`config.mk`:
```
export PLATFORM = sky130hd
export DESIGN_NAME = div_bcd_conv
export DESIGN_NICKNAME = d
export VERILOG_FILES = /design/src/rtl/div_bcd_pkg.sv /design/src/rtl/bcd_add3.sv /design/src/rtl/div_bcd_conv.sv
export SDC_FILE = /design/constraint.sdc
export NUM_CORES = 1
export LEC_CHECK = 0
export ABC_AREA = 0
export CAP_MARGIN = 0
export CELL_PAD_IN_SITES_DETAIL_PLACEMENT = 0
export CELL_PAD_IN_SITES_GLOBAL_PLACEMENT = 1
export CORE_MARGIN = 2
export CORE_UTILIZATION = 50
export CTS_BUF_LIST = sky130_fd_sc_hd__clkbuf_4
export DETAILED_ROUTE_END_ITERATION = 6
export DONT_BUFFER_PORTS = 1
export PLACE_DENSITY_LB_ADDON = 0.15
export SLEW_MARGIN = 10
export SYNTH_ARGS = -nofsm -noshare
export SYNTH_HDL_FRONTEND = slang
export SYNTH_SLANG_ARGS = --single-unit
```
`constraint.sdc`:
```
create_clock -name clk -period 6.8 [get_ports clk]
set_clock_uncertainty 0.1 [all_clocks]
set_input_delay 0.68 -clock clk [delete_from_list [all_inputs] [get_ports clk]]
set_output_delay 0.68 -clock clk [all_outputs]
set_load 0.02 [all_outputs]
```
`src/rtl/div_bcd_pkg.sv`:
```
// Shared types and helpers for the DIV quotient to BCD converter.
package div_bcd_pkg;

    typedef enum logic [2:0] {
        IDLE   = 3'd0,
        LOAD   = 3'd1,
        DABBLE = 3'd2,
        FRAC   = 3'd3,
        DONE   = 3'd4
    } state_t;

    localparam logic [3:0] BCD_BLANK = 4'hF;

    // Smallest d with 10^d > 2^int_w; 30103/100000 approximates log10(2).
    function automatic int min_int_dig(input int int_w);
        return (int_w * 30103) / 100000 + 1;
    endfunction

endpackage

```
`src/rtl/bcd_add3.sv`:
```
// Double-dabble digit correction: add 3 to any BCD digit of 5 or more.
module bcd_add3 (
    input  logic [3:0] d,
    output logic [3:0] q
);

    assign q = (d >= 4'd5) ? d + 4'd3 : d;

endmodule

```
`src/rtl/div_bcd_conv.sv`:
```
// Fixed-point quotient to packed BCD, one bit/digit per cycle.
// Define DIV_BCD_LZ_BLANK_EN to blank leading integer zeros in DONE.
module div_bcd_conv
    import div_bcd_pkg::*;
#(
    parameter int SIZE     = 96,
    parameter int DEC_SIZE = 32,
    parameter int INT_DIG  = 20,
    parameter int FRAC_DIG = 4
) (
    input  logic                  clk,
    input  logic                  reset,
    input  logic                  in_valid,
    input  logic [SIZE-1:0]       quo,
    output logic [4*INT_DIG-1:0]  bcd_int,
    output logic [4*FRAC_DIG-1:0] bcd_frac,
    output logic                  busy,
    output logic                  out_valid
);

    localparam int INT_W   = SIZE - DEC_SIZE;
    localparam int CNT_MAX = (INT_W > FRAC_DIG) ? INT_W : FRAC_DIG;
    localparam int CW      = $clog2(CNT_MAX + 1);
    localparam logic [CW-1:0] INT_LAST  = CW'(INT_W - 1);
    localparam logic [CW-1:0] FRAC_LAST = CW'(FRAC_DIG - 1);

    generate
        if (INT_DIG < min_int_dig(INT_W)) begin : g_chk
            $error("INT_DIG too small for integer width");
        end
    endgenerate

    state_t                  state, state_nxt;
    logic [CW-1:0]           cnt;
    logic [INT_W-1:0]        int_sr;
    logic [DEC_SIZE-1:0]     frac_sr;
    logic [4*INT_DIG-1:0]    acc;
    logic [4*INT_DIG-1:0]    adj;
    logic [4*FRAC_DIG-1:0]   fdig;
    logic [4*INT_DIG-1:0]    bcd_int_r;
    logic [4*FRAC_DIG-1:0]   bcd_frac_r;
    logic [DEC_SIZE+3:0]     prod;
    logic [3:0]              digit;

    generate
        for (genvar g = 0; g < INT_DIG; g++) begin : g_add3
            bcd_add3 u_add3 (
                .d (acc[4*g +: 4]),
                .q (adj[4*g +: 4])
            );
        end
    endgenerate

    assign prod  = ({4'b0, frac_sr} << 3) + ({4'b0, frac_sr} << 1);
    assign digit = prod[DEC_SIZE+3:DEC_SIZE];

    always_ff @(posedge clk) begin
        if (reset) state <= IDLE;
        else       state <= state_nxt;
    end

    always_comb begin
        state_nxt = state;
        busy      = 1'b0;
        out_valid = 1'b0;
        unique case (state)
            IDLE:   if (in_valid) state_nxt = LOAD;
            LOAD: begin
                busy      = 1'b1;
                state_nxt = DABBLE;
            end
            DABBLE: begin
                busy = 1'b1;
                if (cnt == INT_LAST) state_nxt = FRAC;
            end
            FRAC: begin
                busy = 1'b1;
                if (cnt == FRAC_LAST) state_nxt = DONE;
            end
            DONE: begin
                out_valid = 1'b1;
                if (!in_valid) state_nxt = IDLE;
            end
            default: state_nxt = IDLE;
        endcase
    end

    always_ff @(posedge clk) begin
        if (reset) begin
            cnt        <= '0;
            int_sr     <= '0;
            frac_sr    <= '0;
            acc        <= '0;
            fdig       <= '0;
            bcd_int_r  <= '0;
            bcd_frac_r <= '0;
        end else begin
            case (state)
                LOAD: begin
                    int_sr     <= quo[SIZE-1:DEC_SIZE];
                    frac_sr    <= quo[DEC_SIZE-1:0];
                    acc        <= '0;
                    cnt        <= '0;
                    fdig       <= '0;
                    bcd_int_r  <= '0;
                    bcd_frac_r <= '0;
                end
                DABBLE: begin
                    {acc, int_sr} <= {adj, int_sr} << 1;
                    cnt <= (cnt == INT_LAST) ? '0 : cnt + CW'(1);
                end
                FRAC: begin
                    frac_sr <= prod[DEC_SIZE-1:0];
                    fdig    <= {fdig[4*FRAC_DIG-5:0], digit};
                    cnt     <= cnt + CW'(1);
                    // Last digit goes straight into the held result.
                    if (cnt == FRAC_LAST) begin
                        bcd_int_r  <= acc;
                        bcd_frac_r <= {fdig[4*FRAC_DIG-5:0], digit};
                    end
                end
                default: ;
            endcase
        end
    end

    assign bcd_frac = bcd_frac_r;

`ifdef DIV_BCD_LZ_BLANK_EN
    logic lead;
    always_comb begin
        bcd_int = bcd_int_r;
        lead    = 1'b1;
        if (state == DONE) begin
            for (int i = INT_DIG - 1; i > 0; i--) begin
                if (lead && bcd_int_r[4*i +: 4] == 4'h0)
                    bcd_int[4*i +: 4] = BCD_BLANK;
                else
                    lead = 1'b0;
            end
        end
    end
`else
    assign bcd_int = bcd_int_r;
`endif

endmodule

```
== Word level (Yosys, flattened, before mapping) ==
Cells that the tools add are included.

* Bits in writable memories: 0
* Output and inout port bits: 98
* ROM bits: 0
* Register bits after elaboration: 294
* Input bits: 99
* Memories kept: 0
* Bits in latches: 0

* Reduce and logical (&&, ||, !) cells: 7
* $lt $le $gt $ge: 20
* $mul: 0
* Equal/unequal tests: 10
* Divide/modulo/power cells: 0
* Muxes and demuxes: 37
* Shifts and indexed selects: 0
* Add/subtract/negate cells: 22
* Bitwise gates (word level): 0

{| class="wikitable"
|+ Operator list
! kind !! count
|-
| 80-bit case mux with 2 select lines || 2
|-
| 64-bit case mux with 2 select lines || 1
|-
| 4-bit by 3-bit >= comparator with 1-bit output, second input constant || 20
|-
| 80-bit 2-to-1 mux || 1
|-
| 4-bit by 2-bit adder with 4-bit output, second input constant || 19
|-
| 4-bit 2-to-1 mux || 19
|-
| 32-bit case mux with 2 select lines || 1
|-
| 35-bit by 33-bit adder with 36-bit output || 1
|-
| 16-bit case mux with 2 select lines || 1
|-
| 12-bit case mux with 2 select lines || 1
|-
| 7-bit case mux with 3 select lines || 1
|-
| 16-bit 2-to-1 mux || 1
|-
| 3-bit 2-to-1 mux || 5
|-
| 3-bit case mux with 5 select lines || 1
|-
| 2-bit != test, second input constant || 4
|-
| 7-bit by 1-bit adder with 7-bit output, second input constant || 1
|-
| 7-bit by 2-bit == test with 1-bit output, second input constant || 1
|-
| 7-bit by 6-bit == test with 1-bit output, second input constant || 1
|-
| 7-bit 2-to-1 mux || 1
|-
| 3-bit by 2-bit == test with 1-bit output, second input constant || 2
|-
| 4-bit AND reduction || 1
|-
| 2-bit nonzero test || 2
|-
| 3-bit by 2-bit adder with 3-bit output, second input constant || 1
|-
| 3-bit by 1-bit == test with 1-bit output, second input constant || 1
|-
| other kinds (6) || 7
|}

== Depth between registers and ports, before layout ==
Gate-level depths: netlist (run 1).

* Depth after elaboration: 3
* Depth in mapped cells: 11

== Modules after synthesis ==
From an unflattened synthesis (run 1), not the netlist that was laid out.

* Cell total of the unflattened synthesis: 1684
* Area, all modules: 14068.5 um^2

{| class="wikitable"
|+ By module, submodules not included
! module !! cells each !! area an instance (um^2) !! times used
|-
| div_bcd_conv || 1364 || 12041.5 || 1
|-
| bcd_add3 || 16 || 101.3 || 20
|}

== Least setup slack after synthesis (run 1) ==
OpenSTA, ideal clock, no wires.

* Kind: reg-to-reg
* From: reg frac_sr[2]
* To: reg frac_sr[21]
* Cell stages (with the launch flop): 12
* Data arrival time: 2602 ps
* Period minus slack after synthesis: 2806 ps
* Setup slack: 3994 ps
* Setup time: 103 ps
* Required time: 6597 ps
* Cell sequence: dfxtp_1 -> ha_1 -> inv_1 -> fa_1 -> and2b_1 -> o21bai_1 -> a311o_1 -> and3_4 -> o21a_4 -> o21ba_1 -> xor2_1 -> a2111oi_2

* Word-level cells in the longest chain between the ends: 2

{| class="wikitable"
|+ Ends and longest elaborated chain
! item !! line !! text
|-
| from (decl) || div_bcd_conv.sv:36 || <nowiki>logic [DEC_SIZE-1:0] frac_sr;</nowiki>
|-
| from (signal assigned) || div_bcd_conv.sv:101 || <nowiki>frac_sr <= quo[DEC_SIZE-1:0];</nowiki>
|-
| from (signal assigned) || div_bcd_conv.sv:113 || <nowiki>frac_sr <= prod[DEC_SIZE-1:0];</nowiki>
|-
| 35-bit by 33-bit adder with 36-bit output || div_bcd_conv.sv:54 || <nowiki>assign prod = ({4'b0, frac_sr} << 3) + ({4'b0, frac_sr} << 1);</nowiki>
|-
| 32-bit case mux with 2 select lines || div_bcd_conv.sv:98 || <nowiki>case (state)</nowiki>
|}

Every way passes these cells.
A chain may end at the register's enable or synchronous reset.

== Final worst setup path (run 1) ==
* From: reg state[2]
* To: reg acc[51]

* Word-level cells in the longest chain between the ends: 2
* Elaborated cells on any way between the ends: 4
* Classes of those cells: eq/ne: 2; mux: 1; reduce/logical: 1

{| class="wikitable"
|+ Ends and longest elaborated chain
! item !! line !! text
|-
| from (decl) || div_bcd_conv.sv:33 || <nowiki>state_t state, state_nxt;</nowiki>
|-
| from (signal assigned) || div_bcd_conv.sv:59 || <nowiki>else state <= state_nxt;</nowiki>
|-
| 3-bit by 2-bit == test with 1-bit output / 3-bit by 1-bit == test with 1-bit output (equally long branches) || div_bcd_conv.sv:98 ||
|-
| 80-bit case mux with 2 select lines / 2-bit nonzero test (equally long branches) || n/a ||
|-
| to (signal assigned) || div_bcd_conv.sv:109 || <nowiki>{acc, int_sr} <= {adj, int_sr} << 1;</nowiki>
|-
| to (decl) || div_bcd_conv.sv:37 || <nowiki>logic [4*INT_DIG-1:0] acc;</nowiki>
|}

Parallel ways exist; a longest one is shown, timed or not.

==> impl_metrics.ini, run 1 <==
[critical_path]
rr_endpoint = acc[51]
crit_required_ps = 7270
reg2regPathDepth = 8
arrival_ps = 3900
worstSetupPathType = flip-flop to flip-flop
reg2reg_slack_ps = 3370
worstReg2RegStart = state[2]
endpoint_kind = flip-flop
worst-path-max-fanout = 75
crit_path_start_kind = flip-flop

[timing]
period_needed_ps = 3430
period_share_pct = 50.5
rsz0062_at_grt = false
fmax_mhz = 291
relSlewSlack_pct = 25.7
tightest_slew_ps = 1110
slew_viol_final = 0
hold_viol_final = 0
setup_viol = 0
setup_slack_ps = 3370
setup_tns_ps = 0

[cts]
cts_buffers = 80
cts_buffer_depth = 3
cts_resized = 0
cts.clk_slew.worst_paths_ps = 70
clkLatencyLatePin_ps = 700
cts_tree = done
ctsRootBufferMaster = clkbuf_4
htreeDepth = 3
cts.sinks = 294

[drt]
ant_nets = 0
drc_errors = 0
avgViaCountPerCell = 5.69
vias = 12900
drt_first_iter_violations = 891
firstDrtPassIters = 5
routed_wl_um = 36300
wire_per_inst_um = 15.9

[cells_and_area]
final_common_cell = dfxtp_1
nets = 2001
layout_common_cells = 294 x dfxtp_1, 288 x nand2_1, 210 x a21oi_1
drive_gt1_share_pct = 8.15
area_delta_synth_final_pct = 8.99
fin_util_pct = 55.1

[global_routing]
antenna_found_initial = 1
top_usage_layer = met2
use_met3_pct = 7.79
grt_use_total_pct = 23.6
grt_max_degree = 243
grt_overflow_total = 0
grtUsageMet1_pct = 31.3
grt_pass1_vias = 12300
grtUsageMet2_pct = 36.5
grt_pass1_wl_um = 60400

[placed_design]
place_hpwl_um = 21700
port_buffers = 0
gp_congestion = 0.831
place_ws_ps = 3370

[power_and_ir_drop]
power_density_nw_per_um2 = 344
combPwrFrac_pct = 30.7
p_sw_w = 0.00206
seq_power_share_pct = 39.8
switching_share_pct = 38.1
p_leak_nw = 5.62
intPower_w = 0.00335
power.total_w = 0.00541
peakVddDrop_mv = 0.214
clockPowerShare_pct = 29.5

[hold_path]
hold_path_depth = 2
worstHoldStart = quo[60]
min_path_type = primary input to flip-flop
hold_end = int_sr[28]

[status]
status = finished clean

[yosys]
ys_warn_count = 0
synth_cells = 1858
ys.flop_type = dfxtp_1
async_reset_ff_share_pct = 0
syn-num-nets = 2029
synth_top_area_share_pct = 40.8
ys_ff_latch = 294
avgSynthCellArea_um2 = 7.76
synth_area_leader_cell = dfxtp_1
yosysUniqueCellTypes = 55
synth_edf_count = 0
synth_area_um2 = 14400
synth_seq_area_share_pct = 40.8
synth_area_leaders = dfxtp_1 41%, nand2_1 7.5%, a21oi_1 7.3%

[floorplan]
io_pins = 197
die_h_um = 174
rows = 62
core_area_um2 = 28500
initial_core_util_pct = 50.5
dieArea_um2 = 30200
die_w_um = 174

[job]
drv_cap = 0
per-layer routing:
metal	vias up	part of all wire, %
met1	6080	47
met3	54	7.7
met4	0	1.8
met2	301	44
li1	6502	-
met5	-	0
worst max-delay path, stage by stage, from the launching register on:
cell	delay [ps]
dfxtp_1	510
inv_1	170
nand2_1	770
nor2_4	0
buf_4	360
nor2_4	300
buf_4	660
o21ai_0	200
a21oi_1	160
layout make-up:
cell class              instances  area [um2]
diodes                          1        2.50
clock buffers                 121         908
clock inverters                20         113
fillers                      2842       12800
inverters                      54         203
multi-input cells            1374        7870
flip-flops and latches        294        5890
well taps                     384         480
repair buffers                 26         265
worst max path at each step:
stage | startpoint | end | slack, ps | cells after the start
floorplan | frac_sr[2] | frac_sr[21] | 3990 | 11
global placement | state[2] | acc[19] | 3520 | 8
detailed placement | state[2] | acc[19] | 3370 | 8
CTS | state[2] | acc[51] | 3370 | 8
global route | state[2] | acc[43] | 3080 | 8
finish | state[2] | acc[51] | 3370 | 8
kinds of logic (layout without fill, tap and decap cells):
group / Yosys count / count (layout) / synth area share (%)
AND/OR/NAND/NOR: 731 / 731 / 21.9
AO/OA/AOI/OAI: 500 / 500 / 21.5
flip-flops: 294 / 294 / 40.8
buffers and inverters: 190 / 221 / 5.06
adder cells (fa/ha/maj): 72 / 72 / 6.30
XOR/XNOR: 60 / 60 / 3.64
multiplexers: 11 / 11 / 0.763
other: 0 / 1 / 0
sequential cells by signal (all words and copies together) (netlist names):
signal / flops
acc: 80
bcd_frac: 16
bcd_int: 80
cnt: 7
fdig: 12
frac_sr: 32
int_sr: 64
state: 3
per-stage QoR:
stage	cell area (um2)	std cells	hold slack, ps
after global placement	14500	2115	342
after global routing	15700	2274	0.401
after floorplan	14400	1858	332
final	15700	2274	55.1
after CTS	15700	2268	0.356
after detailed placement	14500	2115	342
synthesized netlist by cell type (all sizes together), types with 26 or more instances:
master    n
xor2     26
a22oi    46
clkbuf  110
nand2   290
a21oi   210
nor2    193
nor3     55
xnor2    34
nand3   130
a311oi   63
buf      26
o21ai    94
ha       71
dfxtp   294
inv      54
power groups by stage:
stage	clock network (W)	logic (W)	registers, W
5_1_grt	0.00174	0.00188	0.00219
3_5_place_dp	0	0.00162	0.00219
4_1_cts	0.00165	0.00166	0.00215
3_3_place_gp	0	0.00160	0.00219
6_report	0.00160	0.00166	0.00215
2_1_floorplan	0	0.00133	0.00213
repair_timing:
item / 4_1_cts / 5_1_grt
setup buffers: 0 / 0
hold buffers: 12 / 5
endpoints found under the hold margin: 242 / 5
Note: power is estimated with default switching activity, not from simulation.
==> run 2: changes to the inputs <==
Settings changed: CORE_UTILIZATION 50 to 44.
Clock period 6.8 ns to 2.8 ns, I/O delays scaled along.
==> run 2 against run 1 <==
Compared with the run above:
- cell area rose by 17%
- sequential share of layout area decreased by 5.4 points
- wire length rose by 13%
- maximum frequency rose by 23%
- critical path type unchanged
- combinational power increased to 2.9 times the previous value
==> impl_metrics.ini, run 2 (same netlist as run 1, synthesis figures left out) <==
[status]
status = finished clean

[critical_path]
slowest_stage = dfxtp_2
arrival_ps = 3280
cp_num_buf_inv = 1
endpoint_kind = flip-flop
critPathTopFamily = compound AO/OA/AOI/OAI gates
crit_chain = ha_4 -> inv_2 -> fa_2 -> and2b_1 -> o21bai_1 -> a311o_1 -> and3_4 -> o21a_4 -> o21ba_4 -> xor2_1 -> a2111oi_2
worstSetupPathType = flip-flop to flip-flop
crit_cells = 11
worstReg2RegStart = frac_sr[0]
crit_path_start_kind = flip-flop
reg2regPathDepth = 11
rr_endpoint = frac_sr[21]
crit_required_ps = 3300
reg2reg_slack_ps = 20
slowest_delay_ps = 350
worst-path-max-fanout = 4

[floorplan]
dieArea_um2 = 34300
die_h_um = 185
die_w_um = 185
core_area_um2 = 32400
rows = 66
io_pins = 197
initial_core_util_pct = 44.6

[global_routing]
use_met3_pct = 6.61
top_usage_layer = met2
grt_use_total_pct = 23.8
grtUsageMet2_pct = 38.9
grtUsageMet1_pct = 30.5
grt_pass1_vias = 13500
grt_max_degree = 154
grt_overflow_total = 0
antenna_found_initial = 3
grt_pass1_wl_um = 66800

[power_and_ir_drop]
p_leak_nw = 7.14
peakVddDrop_mv = 0.474
power.total_w = 0.0143
power_density_nw_per_um2 = 779

[cells_and_area]
fillers = 3122
nets = 2240
area_delta_synth_final_pct = 27.3
layout_common_cells = 291 x dfxtp_1, 287 x nand2_1, 217 x dlygate4sd3_1
drive_gt1_share_pct = 10.1
final_common_cell = dfxtp_1
fin_util_pct = 56.7

[cts]
ctsRootBufferMaster = clkbuf_4
clkLatencyLatePin_ps = 750
cts.clk_slew.worst_paths_ps = 60
cts_buffers = 82
cts_tree = done
htreeDepth = 3
cts.sinks = 294
cts_buffer_depth = 3

[timing]
hold_viol_final = 0
tightest_slew_ps = 945
setup_slack_ps = 19.1
fmax_mhz = 360
period_share_pct = 99.3
setup_viol = 0
rsz0062_at_grt = true
relSlewSlack_pct = 36.8
hold_ws_ps = 78.1
period_needed_ps = 2780
slew_viol_final = 0

[drt]
drt_first_iter_violations = 750
firstDrtPassIters = 5
drc_errors = 0
vias = 14000
ant_nets = 0
routed_wl_um = 41100
avgViaCountPerCell = 5.42
wire_per_inst_um = 15.9

[hold_path]
hold_end = bcd_frac[9]
worstHoldStart = reset
hold_path_depth = 2
min_path_type = primary input to flip-flop

[placed_design]
port_buffers = 0
gp_congestion = 0.834
place_ws_ps = -92.3
place_hpwl_um = 23000

[job]
drv_cap = 0
-- run 2: cell types whose count changed in the layout (fill, tap and decap cells not counted), moves of 3 or more --
cell,previous run,this run
clkinv_1,14,11
clkbuf_4,121,130
buf_12,1,6
dlygate4sd3_1,15,217
buf_4,9,34
dfxtp_2,0,3
dfxtp_1,294,291
nor2_1,190,187
-- run 2: layer usage --
metal / share of wire [%] / vias up
li1: - / 6990
met1: 46 / 6601
met2: 46 / 314
met3: 6.3 / 67
met4: 1.9 / 0
met5: 0 / -
-- run 2: cell type report --
cell class                 instances  area (um2)  share of cell area, %
antenna                            3        7.51                 0.0409
clock buffer                     130         976                   5.31
clock inverter                    17         144                  0.784
inverter                          54         203                   1.10
multi-input combinational       1374        7940                   43.2
sequential                       294        5890                   32.1
tap                              442         553                   3.01
timing repair buffer             263        2650                   14.4
-- run 2: repair_timing --
item,4_1_cts,5_1_grt
hold buffers,218,1
hold endpoints to repair,294,1
pin swaps,3,8
endpoints found under the setup margin,6,101
buffers inserted,0,1
gates resized for setup,10,21
gates cloned,0,1
-- run 2: how the worst max path moves through the flow --
| stage | to | slack, ps | startpoint |
|---|---|---|---|
| finish | frac_sr[21] | 20 | frac_sr[0] |
| CTS | frac_sr[21] | 3 | frac_sr[0] |
| detailed placement | frac_sr[21] | -90 | frac_sr[2] |
| global placement | frac_sr[21] | -30 | frac_sr[0] |
| floorplan | frac_sr[21] | 30 | frac_sr[2] |
| global route | frac_sr[21] | -90 | frac_sr[0] |
-- run 2: where the power goes --
part           internal (W)  leakage, nW  switching [W]
Clock               0.00237        0.670        0.00186
Combinational       0.00185         4.09        0.00297
Sequential          0.00481         2.38       0.000442
-- run 2: worst reg2reg max path, delay by kind of cell, from the launching register on --
kind                       cells  cell delay [ps]
and+or+nand+nor                2              400
AOI/OAI and AO/OA              5             1130
adders and majority gates      2              470
DFF                            1              350
xor gates and xnor gates       1              150
buffers and inverters          1               40
-- run 2: stage by stage --
step	TNS (ps)	instances	area, um2
after CTS	0	2572	18300
after global routing	-373	2576	18400
final	0	2577	18400
after detailed placement	-116	2207	14900
after floorplan	0	1858	14400
after global placement	-26.5	2207	14900
